$ cat config.mk
export PLATFORM = sky130hd
export DESIGN_NAME = idli_sqi_resp_m
export DESIGN_NICKNAME = d
export VERILOG_FILES = /design/src/rtl/idli_pkg.sv /design/src/rtl/idli_sqi_ram_m.sv /design/src/rtl/idli_sqi_resp_m.sv
export SDC_FILE = /design/constraint.sdc
export NUM_CORES = 2
export LEC_CHECK = 0
export CAP_MARGIN = 20
export CORE_AREA = 2 2 371 373
export DETAILED_ROUTE_END_ITERATION = 10
export DIE_AREA = 0 0 373 375
export PLACE_DENSITY = 0.76
export SKIP_LAST_GASP = 1
export SYNTH_ARGS = -nofsm -noshare
export SYNTH_HDL_FRONTEND = slang
export SYNTH_SLANG_ARGS = --single-unit
$ cat constraint.sdc
create_clock -name i_resp_gck -period 4.7 [get_ports i_resp_gck]
set_clock_uncertainty 0.2 [all_clocks]
set_input_delay 1.41 -clock i_resp_gck [delete_from_list [all_inputs] [get_ports i_resp_gck]]
set_output_delay 1.41 -clock i_resp_gck [all_outputs]
set_load 0.02 [all_outputs]
$ cat src/rtl/idli_pkg.sv
// ---------------------------------------------------------------------------
// idli_pkg
//   Shared definitions for the SQI (quad-SPI) memory port.
//   - sqi_io_mode_t     : direction of the sio pins as seen by one end of the
//                         link (IN = not driving, OUT = driving).
//   - SQI_CMD_*         : command bytes understood by the responder.
//   - SQI_*_NIBBLES     : length of the address and dummy phases.
//   - sqi_resp_state_t  : responder protocol states.
// ---------------------------------------------------------------------------
package idli_pkg;

  typedef enum logic {
    SQI_IO_IN  = 1'b0,
    SQI_IO_OUT = 1'b1
  } sqi_io_mode_t;

  localparam logic [7:0]  SQI_CMD_READ      = 8'h03;
  localparam logic [7:0]  SQI_CMD_WRITE     = 8'h02;
  localparam int unsigned SQI_ADDR_NIBBLES  = 6;
  localparam int unsigned SQI_DUMMY_NIBBLES = 2;

  typedef enum logic [2:0] {
    IDLE   = 3'd0,
    CMD    = 3'd1,
    ADDR   = 3'd2,
    DUMMY  = 3'd3,
    RDATA  = 3'd4,
    WDATA  = 3'd5,
    IGNORE = 3'd6
  } sqi_resp_state_t;

endpackage

$ cat src/rtl/idli_sqi_ram_m.sv
// ---------------------------------------------------------------------------
// idli_sqi_ram_m
//   DEPTH x 8 byte store behind the SQI responder. Writes are synchronous,
//   reads are combinational so the responder can present a nibble on the
//   same cycle it decides to drive. Contents are not reset.
// Ports
//   clk_i      in  1       clock
//   wr_en_i    in  1       write strobe
//   wr_addr_i  in  ADDR_W  write address
//   wr_data_i  in  8       write byte
//   rd_addr_i  in  ADDR_W  read address
//   rd_data_o  out 8       byte at rd_addr_i
// ---------------------------------------------------------------------------
module idli_sqi_ram_m #(
  parameter int unsigned DEPTH  = 256,
  parameter int unsigned ADDR_W = $clog2(DEPTH)
) (
  input  logic              clk_i,
  input  logic              wr_en_i,
  input  logic [ADDR_W-1:0] wr_addr_i,
  input  logic [7:0]        wr_data_i,
  input  logic [ADDR_W-1:0] rd_addr_i,
  output logic [7:0]        rd_data_o
);

  logic [7:0] mem_q [DEPTH];

  always_ff @(posedge clk_i) begin
    if (wr_en_i) begin
      mem_q[wr_addr_i] <= wr_data_i;
    end
  end

  assign rd_data_o = mem_q[rd_addr_i];

endmodule

$ cat src/rtl/idli_sqi_resp_m.sv
// ---------------------------------------------------------------------------
// idli_sqi_resp_m
//   SQI (quad-SPI) memory responder. Samples command, 24-bit address and
//   dummy nibbles from the initiator, then streams bytes out of (READ 0x03)
//   or into (WRITE 0x02) an internal byte array. Any other command is
//   swallowed until chip select is released.
// Ports
//   i_resp_gck      in  1  system clock; sck is sampled in this domain
//   i_resp_rst_n    in  1  asynchronous active-low reset
//   i_resp_sck      in  1  SQI clock from the initiator
//   i_resp_cs       in  1  chip select, active-low
//   i_resp_sio      in  4  nibble from the initiator (sampled on sck rise)
//   o_resp_sio      out 4  nibble to the initiator (updated on sck fall)
//   o_resp_io_mode  out 1  OUT while the responder drives sio
// ---------------------------------------------------------------------------
module idli_sqi_resp_m
  import idli_pkg::*;
#(
  parameter int unsigned DEPTH = 256
) (
  input  logic         i_resp_gck,
  input  logic         i_resp_rst_n,
  input  logic         i_resp_sck,
  input  logic         i_resp_cs,
  input  logic [3:0]   i_resp_sio,
  output logic [3:0]   o_resp_sio,
  output sqi_io_mode_t o_resp_io_mode
);

  localparam int unsigned ADDR_W = $clog2(DEPTH);

  localparam logic [2:0] ADDR_LAST  = 3'(SQI_ADDR_NIBBLES - 1);
  localparam logic [2:0] DUMMY_LAST = 3'(SQI_DUMMY_NIBBLES - 1);

  // -------------------------------------------------------------------------
  // State
  // -------------------------------------------------------------------------
  logic            sck_q;
  sqi_resp_state_t state_q;
  logic [2:0]      cnt_q;       // nibble counter within CMD/ADDR/DUMMY
  logic [3:0]      cmd_hi_q;    // first command nibble
  logic            is_read_q;   // command chosen READ (vs WRITE)
  logic [ADDR_W-1:0] addr_q;    // shift target during ADDR, byte pointer after
  logic [3:0]      wr_hi_q;     // high nibble of the byte being written
  logic            nib_lo_q;    // next data nibble is the low half of a byte
  logic [3:0]      sio_q;
  sqi_io_mode_t    io_mode_q;

  logic            sck_rise;
  logic            sck_fall;
  logic [7:0]      cmd_byte;
  logic [ADDR_W-1:0] addr_inc;
  logic [7:0]      rd_data;
  logic            wr_en;
  logic [7:0]      wr_data;

  // Edges only count while selected; a rise coinciding with cs release is
  // dropped because the cs branch below takes priority as well.
  assign sck_rise = ~i_resp_cs & i_resp_sck & ~sck_q;
  assign sck_fall = ~i_resp_cs & ~i_resp_sck & sck_q;

  assign cmd_byte = {cmd_hi_q, i_resp_sio};
  assign addr_inc = addr_q + ADDR_W'(1);

  // The byte commits on the rise carrying its low nibble. Gating with the
  // reset pin drops a write that lands in the same cycle as reset assertion.
  assign wr_en   = i_resp_rst_n & sck_rise & (state_q == WDATA) & nib_lo_q;
  assign wr_data = {wr_hi_q, i_resp_sio};

  // -------------------------------------------------------------------------
  // Byte store
  // -------------------------------------------------------------------------
  idli_sqi_ram_m #(
    .DEPTH  (DEPTH),
    .ADDR_W (ADDR_W)
  ) u_ram (
    .clk_i     (i_resp_gck),
    .wr_en_i   (wr_en),
    .wr_addr_i (addr_q),
    .wr_data_i (wr_data),
    .rd_addr_i (addr_q),
    .rd_data_o (rd_data)
  );

  // -------------------------------------------------------------------------
  // Protocol FSM with registered outputs
  // -------------------------------------------------------------------------
  always_ff @(posedge i_resp_gck or negedge i_resp_rst_n) begin
    if (!i_resp_rst_n) begin
      sck_q     <= 1'b0;
      state_q   <= IDLE;
      cnt_q     <= '0;
      cmd_hi_q  <= '0;
      is_read_q <= 1'b0;
      addr_q    <= '0;
      wr_hi_q   <= '0;
      nib_lo_q  <= 1'b0;
      sio_q     <= '0;
      io_mode_q <= SQI_IO_IN;
    end else begin
      sck_q <= i_resp_sck;

      if (i_resp_cs) begin
        // Deselect aborts whatever was in flight.
        state_q   <= IDLE;
        cnt_q     <= '0;
        addr_q    <= '0;
        nib_lo_q  <= 1'b0;
        sio_q     <= '0;
        io_mode_q <= SQI_IO_IN;
      end else begin
        unique case (state_q)
          IDLE: begin
            state_q <= CMD;
            // A rise on the very first selected cycle is still the first
            // command nibble.
            if (sck_rise) begin
              cmd_hi_q <= i_resp_sio;
              cnt_q    <= 3'd1;
            end
          end

          CMD: begin
            if (sck_rise) begin
              if (cnt_q == 3'd0) begin
                cmd_hi_q <= i_resp_sio;
                cnt_q    <= 3'd1;
              end else begin
                cnt_q <= '0;
                if (cmd_byte == SQI_CMD_READ) begin
                  state_q   <= ADDR;
                  is_read_q <= 1'b1;
                end else if (cmd_byte == SQI_CMD_WRITE) begin
                  state_q   <= ADDR;
                  is_read_q <= 1'b0;
                end else begin
                  state_q <= IGNORE;
                end
              end
            end
          end

          ADDR: begin
            if (sck_rise) begin
              // Shift MSB-first; bits above ADDR_W fall off the top.
              addr_q <= ADDR_W'({addr_q, i_resp_sio});
              if (cnt_q == ADDR_LAST) begin
                cnt_q    <= '0;
                nib_lo_q <= 1'b0;
                state_q  <= is_read_q ? DUMMY : WDATA;
              end else begin
                cnt_q <= cnt_q + 3'd1;
              end
            end
          end

          DUMMY: begin
            if (sck_rise) begin
              if (cnt_q == DUMMY_LAST) begin
                cnt_q   <= '0;
                state_q <= RDATA;
              end else begin
                cnt_q <= cnt_q + 3'd1;
              end
            end
          end

          RDATA: begin
            // The fall that ends the last dummy nibble already lands here,
            // so the first data nibble is driven on that fall.
            if (sck_fall) begin
              io_mode_q <= SQI_IO_OUT;
              sio_q     <= nib_lo_q ? rd_data[3:0] : rd_data[7:4];
              nib_lo_q  <= ~nib_lo_q;
              if (nib_lo_q) begin
                addr_q <= addr_inc;
              end
            end
          end

          WDATA: begin
            if (sck_rise) begin
              if (!nib_lo_q) begin
                wr_hi_q  <= i_resp_sio;
                nib_lo_q <= 1'b1;
              end else begin
                nib_lo_q <= 1'b0;
                addr_q   <= addr_inc;
              end
            end
          end

          IGNORE: begin
            // Hold until deselect.
          end

          default: begin
            state_q <= IDLE;
          end
        endcase
      end
    end
  end

  assign o_resp_sio     = sio_q;
  assign o_resp_io_mode = io_mode_q;

endmodule
==> flow_summary.ini <==
[status]
outcome = complete, no violations

[grt]
grtUsageTotal = 0.325
grt_remaining_overflow = 0
grt_max_degree = 154
grt_pass1_vias = 43600
grt_pass1_wl_um = 320000
antenna_found_initial = 12

[clock_network]
ctsResizeCount = 0
cts_buffers = 193
clk_path_buf_depth = 3
cts-root-buf = clkbuf_16
clk_pin_slew_worst_paths_ns = 0.07
cts_hold_buf = 0
cts_tree = yes
htreeDepth = 4
insertion_delay_ns = 0.85
clkSinkCount = 2078
post_cts_buffers = 0

[floorplanning]
die_h_um = 375
dieArea_um2 = 140000
core_um2 = 136000
io_pins = 13
row_count = 136
dieWidth_um = 373
initial_core_util = 0.595

[power_and_ir_drop]
leakage_nw = 29.8
power.density_nw_per_um2 = 539
clock_power_share = 0.313
max-vdd-ir-drop_mv = 0.657
power_frac_comb = 0.244
p_int_mw = 35.0
switchingPower_mw = 15.0
swShare = 0.301
power_frac_seq = 0.443

[yosys]
synth-adder-area-share = 0.000617
synthXorXnorAreaFrac = 0.000108
ys_seq_elements = 2078
yosysSeqAreaShare = 0.768
synth_top_area_frac = 0.759
syn_avg_cell_area_um2 = 21.1
ys.flop_type = edfxtp_1
syn-num-nets = 3855
yosysTopAreaCell = edfxtp_1
yosys.area_share.simple = 0.0308
synth_top_family_by_area = multiplexers
yosysMostFrequentCell = edfxtp_1
synth_edf_count = 2048
postSynthCellCount = 3843
synth_compound_area_frac = 0.0282
syn_area_um2 = 81100
ys_async_sr_fraction = 0.0144
netlist_top_cells_count = 2,048 x edfxtp_1, 508 x mux4_2, 306 x nor2_1, 137 x nand2_1, 95 x clkbuf_1
synth.area.top_cells = edfxtp_1 76%, mux4_2 14%, nor2_1 1.4%, mux2i_1 1.1%, dfrtp_1 0.93%
yosys_warnings = 0
synth_mux_area_frac = 0.154
yosysUniqueCellTypes = 66

[layout]
fin_util = 0.681
layout.nets = 4350
layout-drive-gt1-share = 0.300
syn_to_final_growth_pct = 14.4
finalNonFillerCells = 6302

[detailed_routing]
num_vias = 44400
route.detailed.drc = 0
viasPerCell = 7.04
wirelength_um = 225000
wl_per_cell_um = 35.7
drtIter0Drc = 8335
firstDrtPassIters = 9
postRouteAntennaNets = 0

[place]
gp_congestion = 0.932
dp_hpwl_um = 138000
io_buffer_count = 12
place_inst = 5936

[setup_path]
crit_slowest_cell = dfrtp_4
critPathMaxFanout = 19
crit_buf_inv = 1
worst-endpoint-arrival_ns = 5.11
crit_required_ns = 5.24
critical_path.endpoint_type = flop
cp-start-kind = flop
cp_cell_sequence = buf_4 > mux4_2 > nand2_1 > a21oi_1 > a2111oi_1 > o21ai_0 > a211oi_1 > a22o_1 > o21ai_1
crit_path_max_incr_delay_ns = 0.95
cpLargestDelayFamily = compound AO/OA/AOI/OAI gates
path_class = flop to flop

[flow_run]
drv_cap = 0

[timing]
tns_ns = 0
fin_crit_sh = 0.972
slew-limit-headroom = 0.273
setup_violations = 0
rsz0062_at_grt = no
hold_violations = 0
worst_pin_slew_ns = 1.08
drv_slew = 0
fmax_mhz = 219
period_minus_slack_ns = 4.57

[min_path]
hold_class = flop to flop
## cells in the final DEF (no fill, tap or decap), types with 12 or more instances in the layout
cell	Yosys	final
a21oi_1	39	39
nor3_1	21	20
clkinv_2	1	41
nand2_1	137	137
a22o_1	19	19
a22oi_1	31	31
a211oi_1	14	14
o21ai_0	41	41
edfxtp_1	2048	2048
a221oi_1	14	14
dfrtp_1	30	20
clkinv_1	1	47
bufinv_16	0	19
o21ai_1	15	15
clkbuf_1	95	38
clkbuf_16	0	198
buf_4	21	476
mux2_2	13	13
mux2i_1	86	86
o22ai_1	57	57
nor2_1	306	303
a31oi_1	16	16
buf_12	5	37
a32oi_1	12	12
mux4_2	508	508
nand3_1	36	35
## registers in the layout, summed over array words and instances, names as in the netlist
register / count
o_resp_sio: 4
nib_lo_q: 1
is_read_q: 1
addr_q: 8
cnt_q: 3
state_q: 3
wr_hi_q: 4
sck_q: 1
u_ram.mem_q: 2048
o_resp_io_mode: 1
cmd_hi_q: 4
## logic make-up after synthesis
kind of cell	after synthesis
buffers and inverters	240
AOI/OAI and AO/OA	329
DFF	2078
adders and majority gates	4
muxes	609
xor gates and xnor gates	1
and+or+nand+nor	582
## per-layer routing
metal  vias to the layer above  GRT usage  wire, um
met3                       738     0.0930     31700
met2                      3906      0.490    103000
met5                         -          0        60
met1                     22700      0.443     76800
li1                      17000          -         -
met4                        10      0.157     12800
## worst paths after layout
path,to,depth (start not counted),from,slack [ns]
setup / recovery,o_resp_sio[2],9,addr_q[0],0.13
hold / removal,is_read_q,1,is_read_q,0.31
setup reg to reg,o_resp_sio[2],9,addr_q[0],0.13
hold reg to reg,is_read_q,1,is_read_q,0.31
max in group asynchronous,addr_q[1],2,i_resp_rst_n,3.45
min in group asynchronous,cnt_q[0],2,i_resp_rst_n,0.50
## worst register-to-register path, stage by stage (launching register included)
cell	delay, ns
dfrtp_4	0.95
buf_4	0.43
mux4_2	0.55
nand2_1	0.14
a21oi_1	0.15
a2111oi_1	0.90
o21ai_0	0.21
a211oi_1	0.62
a22o_1	0.25
o21ai_1	0.06
## power by group through the flow
stage	registers, mW	clock network [mW]	logic [mW]
floorplan	22.9	0	6.63
global placement	22.5	0	11.6
detailed placement	22.5	0	11.8
CTS	22.1	15.7	11.9
global route	22.2	16.4	12.5
finish	22.2	15.6	12.2
## through the flow
| step | setup WS, ns | power (mW) | cell area [um^2] | hold WS, ns |
|---|---|---|---|---|
| 2_1_floorplan | 0.516 | 29.6 | 81100 | 0.273 |
| 3_3_place_gp | 0.146 | 34.1 | 86400 | 0.283 |
| 3_5_place_dp | 0.207 | 34.3 | 86400 | 0.292 |
| 4_1_cts | 0.321 | 49.8 | 92700 | 0.311 |
| 5_1_grt | 0.0974 | 51.0 | 92800 | 0.337 |
| 6_report | 0.131 | 50.0 | 92800 | 0.311 |
## final cells by class
| cell class | count | area (um^2) |
|---|---|---|
| antenna | 3 | 7.51 |
| inverter | 11 | 46.3 |
| tap | 1794 | 2240 |
| multi-input combinational | 1525 | 17400 |
| sequential | 2078 | 62300 |
| fill | 8011 | 43500 |
| timing repair buffer | 529 | 4540 |
| clock buffer | 239 | 5140 |
| clock inverter | 123 | 1150 |
Note: power is estimated with default switching activity, not from simulation.
